--- src/rtl/nn_weight_scan_ctrl.sv ---
`default_nettype none
// ============================================================================
//  Module   : nn_weight_scan_ctrl
//  Purpose  : Host-side load / non-destructive readback controller for the
//             neural-network weight scan chain.
//             Optional NN_SCAN_CHECKSUM_EN builds a running word-sum checksum.
//  Revision : 1.0  initial release
// ============================================================================
module nn_weight_scan_ctrl #(
   parameter int ChainLen = 7
) (
   input  logic        clk_i,
   input  logic        reset_i,
   input  logic        cmd_valid_i,
   input  logic        cmd_op_i,
   output logic        cmd_ready_o,
   input  logic        wr_valid_i,
   input  logic [31:0] wr_data_i,
   output logic        wr_ready_o,
   output logic        rd_valid_o,
   output logic [31:0] rd_data_o,
   input  logic        rd_ready_i,
   output logic        shift_o,
   output logic [31:0] chain_weights_o,
   input  logic [31:0] chain_weights_i,
   output logic        busy_o,
   output logic        done_o,
   output logic [31:0] checksum_o
);

   localparam int              CntW   = $clog2(ChainLen + 1);
   localparam logic [CntW-1:0] c_LAST = CntW'(ChainLen);

   typedef enum logic [2:0] {
      S_IDLE    = 3'd0,
      S_LOAD    = 3'd1,
      S_RD_CAP  = 3'd2,
      S_RD_WAIT = 3'd3,
      S_FINISH  = 3'd4
   } state_t;

   state_t          r_state;
   logic [CntW-1:0] r_cnt;
   logic            r_shift;
   logic            r_rd_valid;
   logic            r_done;
   logic [31:0]     r_rd_data;
   logic [31:0]     r_chain_w;
   logic [CntW-1:0] w_cnt_inc;

   assign w_cnt_inc = r_cnt + CntW'(1);

   always_ff @(posedge clk_i) begin
      if (!reset_i) begin
         r_state    <= S_IDLE;
         r_cnt      <= '0;
         r_shift    <= 1'b0;
         r_rd_valid <= 1'b0;
         r_done     <= 1'b0;
         r_rd_data  <= '0;
         r_chain_w  <= '0;
      end else begin
         r_done <= 1'b0;
         case (r_state)
            S_IDLE: begin
               r_shift <= 1'b0;
               if (cmd_valid_i) begin
                  r_cnt   <= '0;
                  r_state <= cmd_op_i ? S_RD_CAP : S_LOAD;
               end
            end
            S_LOAD: begin
               if (wr_valid_i) begin
                  r_chain_w <= wr_data_i;
                  r_shift   <= 1'b1;
                  r_cnt     <= w_cnt_inc;
                  if (w_cnt_inc == c_LAST) begin
                     r_state <= S_FINISH;
                  end
               end else begin
                  r_shift <= 1'b0;
               end
            end
            S_RD_CAP: begin
               // Tail word is both reported and fed back to stage 0
               r_rd_data  <= chain_weights_i;
               r_rd_valid <= 1'b1;
               r_chain_w  <= chain_weights_i;
               r_shift    <= 1'b1;
               r_cnt      <= w_cnt_inc;
               r_state    <= S_RD_WAIT;
            end
            S_RD_WAIT: begin
               r_shift <= 1'b0;
               if (r_rd_valid && rd_ready_i) begin
                  r_rd_valid <= 1'b0;
                  r_state    <= (r_cnt == c_LAST) ? S_FINISH : S_RD_CAP;
               end
            end
            S_FINISH: begin
               r_shift <= 1'b0;
               r_done  <= 1'b1;
               r_state <= S_IDLE;
            end
            default: begin
               r_shift <= 1'b0;
               r_state <= S_IDLE;
            end
         endcase
      end
   end

   assign cmd_ready_o     = (r_state == S_IDLE);
   assign wr_ready_o      = (r_state == S_LOAD);
   assign busy_o          = (r_state != S_IDLE);
   assign rd_valid_o      = r_rd_valid;
   assign rd_data_o       = r_rd_data;
   assign shift_o         = r_shift;
   assign chain_weights_o = r_chain_w;
   assign done_o          = r_done;

`ifdef NN_SCAN_CHECKSUM_EN
   logic [31:0] r_checksum;

   always_ff @(posedge clk_i) begin
      if (!reset_i) begin
         r_checksum <= '0;
      end else if (r_state == S_IDLE && cmd_valid_i) begin
         r_checksum <= '0;
      end else if (r_state == S_LOAD && wr_valid_i) begin
         r_checksum <= r_checksum + wr_data_i;
      end else if (r_state == S_RD_CAP) begin
         r_checksum <= r_checksum + chain_weights_i;
      end
   end

   assign checksum_o = r_checksum;
`else
   assign checksum_o = 32'd0;
`endif

endmodule
`default_nettype wire

--- config.mk ---
export PLATFORM = sky130hd
export DESIGN_NAME = nn_weight_scan_ctrl
export DESIGN_NICKNAME = d
export VERILOG_FILES = /design/src/rtl/nn_weight_scan_ctrl.sv
export SDC_FILE = /design/constraint.sdc
export NUM_CORES = 1
export LEC_CHECK = 0
export BUFFER_PORTS_ARGS = -buffer_cell sky130_fd_sc_hd__buf_2
export CORE_AREA = 8 8 94 96
export DETAILED_ROUTE_END_ITERATION = 10
export DIE_AREA = 0 0 102 104
export PLACE_DENSITY = 0.84
export SLEW_MARGIN = 10
export SYNTH_ARGS = -nofsm -noshare
export SYNTH_HDL_FRONTEND = slang
export SYNTH_SLANG_ARGS = --single-unit
--- constraint.sdc ---
create_clock -name clk_i -period 1.7 [get_ports clk_i]
set_clock_uncertainty 0.15 [all_clocks]
set_input_delay 0.34 -clock clk_i [delete_from_list [all_inputs] [get_ports clk_i]]
set_output_delay 0.34 -clock clk_i [all_outputs]
set_load 0.02 [all_outputs]
# Word level (Yosys, flattened, before mapping)
# Index checks and enable logic that the tools add are counted.
# word_totals
register_bits	73
input_bits	70
word_cells	45
# classes
add_sub_neg	1
eq_ne	10
muxes	17
n_reduce_logical	10
# ops
op	count
$pmux W32 S2	1
$mux W32	1
$mux W3	7
$pmux W3 S4	1
$eq A3 B3 Y1 const B	3
$pmux W3 S3	1
$eq A3 B2 Y1 const B	2
$ne A2 B2 Y1 const B	3
$reduce_bool A3 Y1	2
$pmux W1 S2	2
$reduce_and A2 Y1	2
$reduce_and A4 Y1	1
$reduce_bool A2 Y1	2
$add A3 B1 Y3 const B	1
$eq A3 B1 Y1 const B	1
$logic_not A3 Y1	1
$mux W1	3
$reduce_and A3 Y1	1
$mux W2	1
$ne A2 B1 Y1 const B	1
$logic_and A1 B1 Y1	1

# Longest topological paths before layout
# Gate-level depths: netlist of run 1.
# depth
word_depth	5
ltp_mapped	6
mapped_depth_nobuf	5

# Least setup slack after synthesis of run 1
# OpenSTA, ideal clock, no wires.
# synth_timing
kind	register to output
startpoint	register r_state[0]
endpoint	output busy_o
arrival_time_ns	1.297
slack_ns	-0.087
path_stages_with_launch	4
path_buffers	1
cell_sequence	dfxtp_1 buf_2 nor3_1 inv_1
# synth_via
elab_chain_cells	1
# synth_lines
item	line	rtl
start: declaration	42	state_t r_state;
start signal: assignment	69	r_state <= cmd_op_i ? S_RD_CAP : S_LOAD;
start signal: assignment	97	r_state <= (r_cnt == c_LAST) ? S_FINISH : S_RD_CAP;
$reduce_bool A3 Y1	115	assign busy_o = (r_state != S_IDLE);
end: declaration	26	output logic busy_o,
# Every way passes these cells.

# Final worst setup path of run 1
# Same ends and word-level chain as after synthesis.

==> reports/qor.yml, run 1 <==
run_status: "finished, final reports clean"
cts.path.max_buffers: 2
synth_commonest_cells: "nand2_1 (99), dfxtp_1 (73), buf_4 (37)"
cts_hold_buf: 0
p_leak_nw: 2.16
synth_cell_types: 36
slowest_delay_ns: 0.36
fp-row-count: 32
drt_wl_total_mm: 9.71
combPwrFrac_pct: 25.9
period_minus_slack_ns: 1.70
timing.final.crit_share_pct: 99.8
yosysTopAreaCell: "dfxtp_1"
net-switching-power_mw: 1.43
cts-htree-levels: 3
globalRouteOverflowTotal: 0
root_buffer: "clkbuf_8"
worst_path_most_repeated_cell: "buf_6"
grt_start_max_net_pins: 67
finalPower_mw: 4.50
synth-seq-area-share_pct: 45.0
post_route_cells_drive_above_1_share_pct: 35.9
synth_top_cell_area_share_pct: 45.0
dp_hpwl_mm: 6.87
post-place-ws_ns: 0.0429
max-vdd-ir-drop_v: 0.000714
cp_slowest_cell: "dfxtp_4"
synthToLayoutAreaGrowth_pct: 32.6
swShare_pct: 31.7
fin_util_pct: 57.8
finalSetupTns_ns: 0
die_w_microns: 102
hp-class: "input port to flop"
clkTransAtPathRegs_ns: 0.08
clk_latency_ns: 0.33
p_seq_share_pct: 43.5
ys_ff_latch: 73
cp_data_required_time_ns: 1.21
cts_buffers: 9
synth_flop_cell: "dfxtp_1"
grt_pass1_wl_mm: 14.8
crit_type: "flop to output port"
crit_buf_inv: 3
synthTopCellsByArea: "dfxtp_1 (45%), nand2_1 (11%), buf_4 (8.6%)"
dr.first_iter.drc_count: 109
initial_core_util_pct: 43.6
synth_most_common_cell: "nand2_1"
fmax_ghz: 0.589
maxCapViolations: 0
fp.dieH_microns: 104
core-area_sq_um: 7450
synthCells: 378
async_flop_share_pct: 0
wl_per_cell_microns: 15.6
path_cells: "buf_6, nor3_4, inv_1, buf_6"
synth_edf_count: 0
p_int_mw: 3.07
critical-path-top-delay-family: "flip-flops"
groute.usage.overall_pct: 16.9
drt_pass1_iterations: 4
routabilityCongestion: 0.811
cts_num_sinks: 73
vias: 3175
cp-end-kind: "output port"
finalMaxSlewViolations: 0
ios: 172
pwr-share-clk_pct: 30.6
hold_viol: 0
antenna_cells: 0
rsz0062_at_grt: "true"
io_buffers: 139
critPathLaunchType: "flop"
yosys_warnings: 0
final_nets: 589
power-per-cell-area_nw_per_um2: 1040
netlist_area_sq_um: 3250
worst-path-max-fanout: 3
syn_avg_cell_area_sq_um: 8.59
cts_tree: "built"
vias_per_cell: 5.10
finalSetupViolations: 0
antenna_found_initial: 0
setup_slack_ns: 0.00301
drc: 0
ant_nets: 0
grt_pass1_vias: 3146
worst_ep_arrival_time_ns: 1.21
die-area_sq_um: 10600
## what timing repair did
item | in CTS | in global routing
setup endpoints to repair | 3 | 5
resized for setup | 13 | 4
buffers inserted | 4 | 2
pin swaps | 2 | 1
cloned | 0 | 1
## placed cells by master, fill, tap and decap left out, drive strengths merged, types with 2 or more instances in the layout
cell    instances
a31oi          32
nand2b          2
conb           32
nor3            4
clkinv          4
buf           160
dfxtp          73
inv             3
nor3b           2
mux2i           3
and3            2
a21boi         32
ha              3
nand2          99
nand3b          2
a21oi           2
clkbuf         12
nor2b           3
o31ai          35
## power groups by stage
stage / clock network, mW / registers (mW) / logic (mW)
global route: 1.49 / 1.97 / 1.25
global placement: 0 / 1.99 / 1.09
finish: 1.38 / 1.96 / 1.16
floorplan: 0 / 2.18 / 0.568
detailed placement: 0 / 1.99 / 1.11
CTS: 1.42 / 1.95 / 1.15
## worst register-to-register path: stages (launching register included)
cell,delay [ns]
dfxtp_4,0.36
buf_4,0.14
nor4bb_4,0.33
or2_1,0.26
buf_12,0.18
a31oi_1,0.11
## per-layer routing
metal / vias to the layer above / GRT usage (%) / part of all wire, % / wire length [microns]
li1: 1524 / - / - / -
met1: 1494 / 18.5 / 39 / 3820
met2: 142 / 28.5 / 48 / 4640
met3: 15 / 6.83 / 12 / 1130
met4: 0 / 5.77 / 1.3 / 123
met5: - / 0 / 0 / 0
## through the flow
stage / instance area (sq um) / std cells / hold slack [ns]
6_report: 4310 / 623 / 0.0998
5_1_grt: 4310 / 623 / 0.0891
2_1_floorplan: 3370 / 409 / 0.292
4_1_cts: 4270 / 620 / 0.0844
3_5_place_dp: 4000 / 600 / 0.295
3_3_place_gp: 4000 / 600 / 0.288
## final cells by class
class,count,area (sq um)
Clock buffer,11,151
Sequential cell,73,1470
Inverter,3,11.3
Multi-Input combinational cell,268,1530
Clock inverter,5,53.8
Timing Repair Buffer,161,965
Fill cell,683,3140
Tap cell,102,128
## flip-flops by register name, summed over array words and instances, names as in the netlist
signal,flops
chain_weights_o,32
rd_data_o,32
r_cnt,3
r_state,3
done_o,1
rd_valid_o,1
shift_o,1
## path summary, 6_finish.rpt
check,end,from,slack (ns),cells after the start
min,chain_weights_o[2]$_SDFFE_PN0P_,wr_data_i[2],0.1,3
max reg2reg,chain_weights_o[25]$_SDFFE_PN0P_,r_state[2]$_SDFFE_PN0P_,0.07,5
min reg2reg,rd_data_o[29]$_SDFFE_PN0N_,rd_data_o[29]$_SDFFE_PN0N_,0.30,2
max,busy_o,r_state[0]$_SDFFE_PN0P_,0.003,4
## kinds of logic after synthesis
logic type	share of synthesized area, %
other	0.115
flip-flops	45.0
XOR/XNOR	0.270
adder cells (fa/ha/maj)	1.16
multiplexers	0.925
AO/OA/AOI/OAI	23.5
buffers and inverters	12.8
AND/OR/NAND/NOR	16.3
Note: power is estimated with default switching activity, not from simulation.
==> inputs of run 2 (changes only) <==
--- a/config.mk
+++ b/config.mk
@@ -9,6 +9,7 @@
 export CORE_AREA = 8 8 94 96
 export DETAILED_ROUTE_END_ITERATION = 10
 export DIE_AREA = 0 0 102 104
+export GPL_TIMING_DRIVEN = 0
 export PLACE_DENSITY = 0.84
 export SLEW_MARGIN = 10
 export SYNTH_ARGS = -nofsm -noshare
==> run 2 against run 1 <==
Maximum frequency is 0.96% higher. Clock-buffer cell count did not move. Non-clock buffer count rose by 50. Sequential share of layout area down 2.3 points. Combinational power up 6%. Routed wire length up 5.2%. Die area stayed put. First-iteration DRC count increased by 18%. Worst hold slack gained 0.0033 ns. Critical endpoint unchanged. Largest cell class unchanged.
==> reports/qor.yml, run 2 (synthesis gave the netlist of run 1 again) <==
ant_nets: 0  # unchanged
grt_start_max_net_pins: 13  # -81%
cp-end-kind: "output port"
fill_cells: 692  # +1.3%
post-place-ws_ns: -0.169  # -0.212 ns
final_common_cell: "buf_2"
rsz0062_at_grt: "true"
drc: 0  # unchanged
reg2reg_depth: 6  # +1
antenna_found_initial: 1  # +1
placed_area_sq_um: 4190  # +4.8%
final_nets: 639  # +8.5%
ios: 172  # unchanged
io_buffers: 138  # -0.72%
clkTransAtPathRegs_ns: 0.08  # about the same
drt_wl_total_mm: 10.2  # +5.2%
period_minus_slack_ns: 1.68  # -0.0162 ns
wl_per_cell_microns: 15.2  # -2.6%
final_cell_mix: "buf_2 (138), nand2_1 (99), dfxtp_1 (70)"
timing.rr.start: "r_state[2]$_SDFFE_PN0P_"
post_route_cells_drive_above_1_share_pct: 39.8  # +3.9 points
power-per-cell-area_nw_per_um2: 1020  # -2.0%
finalMaxSlewViolations: 0  # unchanged
initial_core_util_pct: 43.6  # unchanged
worst_ep_arrival_time_ns: 1.19  # -0.02 ns
fin_util_pct: 61.8  # +4.0 points
critPathLaunchType: "flop"
hp-class: "input port to flop"
groute.usage.overall_pct: 18.7  # +1.8 points
layout.cell_area.non_filler_sq_um: 4600  # +6.9%
dr.first_iter.drc_count: 129  # +18%
worst-path-max-fanout: 9  # +6
core-area_sq_um: 7450  # unchanged
fp-row-count: 32  # unchanged
synthToLayoutAreaGrowth_pct: 41.8
dp_hpwl_mm: 7.74  # +13%
die_w_microns: 102  # unchanged
crit_start: "r_state[2]$_SDFFE_PN0P_"
cts_buffers: 9  # unchanged
clk_latency_ns: 0.34  # about the same
timing.final.crit_share_pct: 98.9  # -0.95 points
vias: 3290  # +3.6%
vias_per_cell: 4.89  # -4.1%
max_slew_margin_pct: 64.7
critical-path-top-delay-family: "flip-flops"
cts_num_sinks: 73  # unchanged
globalRouteOverflowTotal: 0  # unchanged
worstMarginPinSlew_ns: 0.530
cts_tree: "built"
cp_data_required_time_ns: 1.21  # about the same
fp.dieH_microns: 104  # unchanged
p_leak_nw: 2.38  # +10%
grt_pass1_wl_mm: 16.1  # +8.6%
hold_viol: 0  # unchanged
fmax_ghz: 0.595  # +0.96%
hold_slack_ns: 0.103  # +0.00332 ns
cts-htree-levels: 3  # unchanged
grt_pass1_vias: 3367  # +7.0%
max-vdd-ir-drop_v: 0.000529  # -26%
cts_hold_buf: 0  # unchanged
maxCapViolations: 0  # unchanged
cts.path.max_buffers: 2  # unchanged
whs_path_depth: 3  # unchanged
crit_buf_inv: 3  # unchanged
drt_pass1_iterations: 4  # unchanged
root_buffer: "clkbuf_8"
cp.depth: 4  # unchanged
antenna_cells: 0  # unchanged
setup_slack_ns: 0.0192  # +0.0162 ns
slowest_delay_ns: 0.34  # -0.02 ns
die-area_sq_um: 10600  # unchanged
hp-start: "wr_data_i[30]"
finalSetupViolations: 0  # unchanged
routabilityCongestion: 0.826  # +1.8%
crit_type: "flop to output port"
cp_slowest_cell: "dfxtp_2"
path_cells: "buf_8, nor3_4, inv_1, buf_6"
run_status: "finished, final reports clean"
==> run 2: cell count changes in the layout (fill, tap and decap cells not counted), moves of 2 or more <==
cell	change
buf_4	+36
clkbuf_1	+9
buf_12	-5
buf_6	+4
buf_8	+3
clkbuf_2	+2
clkbuf_4	+2
==> run 2: path summary, 6_finish.rpt <==
path | to | slack [ns]
min reg2reg | rd_data_o[5]$_SDFFE_PN0N_ | 0.31
max | busy_o | 0.02
max reg2reg | chain_weights_o[17]$_SDFFE_PN0P_ | 0.06
min | chain_weights_o[30]$_SDFFE_PN0P_ | 0.10
==> run 2: worst min-delay path, delay by kind of cell <==
kind | cells | cell delay, ns
AO/OA/AOI/OAI | 1 | 0.07
buffers and inverters | 1 | 0.09
AND/OR/NAND/NOR | 1 | 0.05
==> run 2: power by group <==
part	internal [mW]	switching (mW)	total, mW
sequential	1.87	0.0898	1.96
clock	0.866	0.651	1.52
combinational	0.503	0.730	1.23
total	3.24	1.47	4.71
==> run 2: per-layer routing <==
layer | routed length, microns | up-vias | share of wire (%) | GRT usage [%]
met5 | 12 | - | 0.12 | 0
met4 | 100 | 2 | 0.98 | 5.67
met3 | 1080 | 12 | 11 | 6.89
met2 | 4920 | 139 | 48 | 32.2
met1 | 4100 | 1503 | 40 | 20.7
li1 | - | 1634 | - | -
==> run 2: what timing repair did <==
action,in CTS,in global routing
buffers inserted,4,5
cloned,0,0
pin swaps,2,2
resized for setup,23,25
setup endpoints to repair,51,64
==> run 2: cell type report <==
class | instances | area (sq um) | area share [%]
buffer | 64 | 493 | 10.7
sequential | 73 | 1470 | 31.9
clock buffer | 11 | 141 | 3.07
clock inverter | 5 | 78.8 | 1.71
multi-input combinational | 268 | 1520 | 32.9
tap | 102 | 128 | 2.77
timing repair buffer | 147 | 767 | 16.7
inverter | 3 | 11.3 | 0.245
==> run 2: through the flow <==
stage / instances / setup TNS, ns / power (mW)
global route: 673 / -0.156 / 4.94
finish: 673 / 0 / 4.71
global placement: 649 / -3.06 / 3.11
floorplan: 409 / 0 / 2.74
CTS: 669 / -0.00364 / 4.69
detailed placement: 649 / -3.99 / 3.14
==> inputs of run 3 (changes only) <==
--- a/config.mk
+++ b/config.mk
@@ -6,11 +6,12 @@
 export NUM_CORES = 1
 export LEC_CHECK = 0
 export BUFFER_PORTS_ARGS = -buffer_cell sky130_fd_sc_hd__buf_2
-export CORE_AREA = 8 8 94 96
+export CORE_AREA = 2 2 64 126
+export CTS_CLUSTER_DIAMETER = 40
 export DETAILED_ROUTE_END_ITERATION = 10
-export DIE_AREA = 0 0 102 104
+export DIE_AREA = 0 0 66 128
 export GPL_TIMING_DRIVEN = 0
-export PLACE_DENSITY = 0.84
+export PLACE_DENSITY = 0.82
 export SLEW_MARGIN = 10
 export SYNTH_ARGS = -nofsm -noshare
 export SYNTH_HDL_FRONTEND = slang
==> run 3 against run 2 <==
The flow now finishes with violations (setup timing). Utilization up 0.26 points. Sequential share of layout area down 0.63 points. Final cell count down 1.6%. Largest cell class unchanged. Largest power group is now the clock network.
==> reports/qor.yml, run 3 (synthesis gave the netlist of run 1 again) <==
run_status: "complete, but fails checks"
violations: "setup timing"
power-per-cell-area_nw_per_um2: 1150  # +12%
critPathLaunchType: "flop"
antenna_found_initial: 0  # -1
die-area_sq_um: 8450  # -20%
clkTransAtPathRegs_ns: 0.06  # -0.02 ns
hp-class: "input port to flop"
drt_wl_total_mm: 9.75  # -4.6%
die_w_microns: 66  # -35%
core-area_sq_um: 7540  # +1.3%
globalRouteOverflowTotal: 0  # unchanged
cts_num_sinks: 73  # unchanged
drc: 0  # unchanged
fp-row-count: 45  # +41%
fmax_ghz: 0.586  # -1.5%
fin_util_pct: 62.1  # +0.26 points
timing.final.crit_share_pct: 100  # +1.5 points
cp_data_required_time_ns: 1.21  # about the same
worst-path-max-fanout: 5  # -4
cts_hold_buf: 0  # unchanged
cts-htree-levels: 3  # unchanged
ios: 172  # unchanged
wl_per_cell_microns: 14.7  # -3.0%
cp_slowest_cell: "dfxtp_4"
hold_viol: 0  # unchanged
final_cell_mix: "buf_2 (139), nand2_1 (99), dfxtp_1 (71)"
critical-path-top-delay-family: "flip-flops"
routabilityCongestion: 0.917  # +11%
cts_tree: "built"
groute.usage.overall_pct: 23.0  # +4.2 points
crit_type: "flop to output port"
vias: 3377  # +2.6%
cp-end-kind: "output port"
crit_buf_inv: 3  # unchanged
grt_pass1_wl_mm: 15.0  # -6.8%
dp_hpwl_mm: 7.28  # -5.9%
period_minus_slack_ns: 1.71  # +0.0263 ns
cts_buffers: 9  # unchanged
slowest_delay_ns: 0.39  # +0.05 ns
final_common_cell: "buf_2"
synthToLayoutAreaGrowth_pct: 44.2
drt_pass1_iterations: 5  # +1
vias_per_cell: 5.10  # +4.3%
root_buffer: "clkbuf_16"
worst_ep_arrival_time_ns: 1.22  # +0.03 ns
finalSetupTns_ns: -0.00714  # -0.00714 ns
cts.path.max_buffers: 2  # unchanged
initial_core_util_pct: 43.1  # -0.56 points
p_leak_nw: 2.41  # +1.2%
dr.first_iter.drc_count: 231  # +79%
finalMaxSlewViolations: 0  # unchanged
hold_slack_ns: 0.112  # +0.00858 ns
grt_pass1_vias: 3234  # -4.0%
path_cells: "buf_8, inv_2, nor3_4, buf_6"
max-vdd-ir-drop_v: 0.000688  # +30%
grt_start_max_net_pins: 13  # unchanged
finalSetupViolations: 1  # +1
rsz0062_at_grt: "true"
clk_latency_ns: 0.34  # about the same
setup_slack_ns: -0.00714  # -0.0263 ns
final_nets: 636  # -0.47%
fp.dieH_microns: 128  # +23%
io_buffers: 138  # unchanged
maxCapViolations: 0  # unchanged
fill_cells: 675  # -2.5%
post_route_cells_drive_above_1_share_pct: 39.4  # -0.32 points
ant_nets: 0  # unchanged
antenna_cells: 0  # unchanged
[run 3: cell count changes in the layout (fill, tap and decap cells not counted), sizes merged]
| cell | change |
|---|---|
| bufinv | +1 |
| clkinvlp | +1 |
| clkinv | -2 |
| buf | -2 |
| clkbuf | -1 |
[run 3: timing repair]
| action | CTS | global route |
|---|---|---|
| endpoints found under the hold margin | 0 | 0 |
| gates resized for setup | 25 | 20 |
| pin swaps | 1 | 0 |
| setup endpoints to repair | 55 | 59 |
| buffers inserted | 1 | 4 |
[run 3: per-stage QoR]
step / worst slack, ns / area (sq um) / total power [mW] / cells
after floorplan: 0.0606 / 3370 / 2.74 / 409
after global placement: -0.113 / 4180 / 3.11 / 641
after detailed placement: -0.155 / 4180 / 3.13 / 641
after CTS: 0.00699 / 4600 / 5.35 / 658
after global routing: -0.0462 / 4680 / 5.58 / 662
final: -0.00714 / 4680 / 5.37 / 662
[run 3: final cells by class]
type	count	area (sq um)	area share (%)
well taps	94	118	2.51
clock buffers	11	243	5.18
flip-flops and latches	73	1470	31.3
plain buffers	65	475	10.1
clock inverters	5	103	2.19
multi-input cells	268	1530	32.6
inverters	3	11.3	0.240
repair buffers	143	741	15.8
[run 3: worst reg2reg max path, stage by stage, from the launching register on]
cell and delay, ns:
dfxtp_2 0.36, nor4bb_2 0.29, buf_4 0.20, or2_1 0.10, clkbuf_4 0.18, buf_6 0.16
a31oi_1 0.10
[run 3: worst paths after layout]
check | end | startpoint | slack, ns | depth (start not counted)
setup reg to reg | chain_weights_o[25]$_SDFFE_PN0P_ | r_state[1]$_SDFFE_PN0P_ | 0.03 | 6
hold reg to reg | rd_data_o[29]$_SDFFE_PN0N_ | rd_data_o[29]$_SDFFE_PN0N_ | 0.30 | 2
setup / recovery | wr_ready_o | r_state[0]$_SDFFE_PN0P_ | -0.007 | 4
hold / removal | chain_weights_o[16]$_SDFFE_PN0P_ | wr_data_i[16] | 0.11 | 3
[run 3: power breakdown]
part | switching (mW) | internal, mW | leakage [nW] | total, mW
clock network | 0.710 | 1.47 | 0.166 | 2.18
registers | 0.0997 | 1.88 | 0.597 | 1.98
logic | 0.723 | 0.487 | 1.64 | 1.21
[run 3: routing by layer]
metal	global-route usage [%]	up-vias	wire length, microns
met5	0	-	0
met4	11.5	0	321
met3	4.48	35	598
met2	42.5	161	5440
met1	23.6	1563	3390
li1	-	1618	-
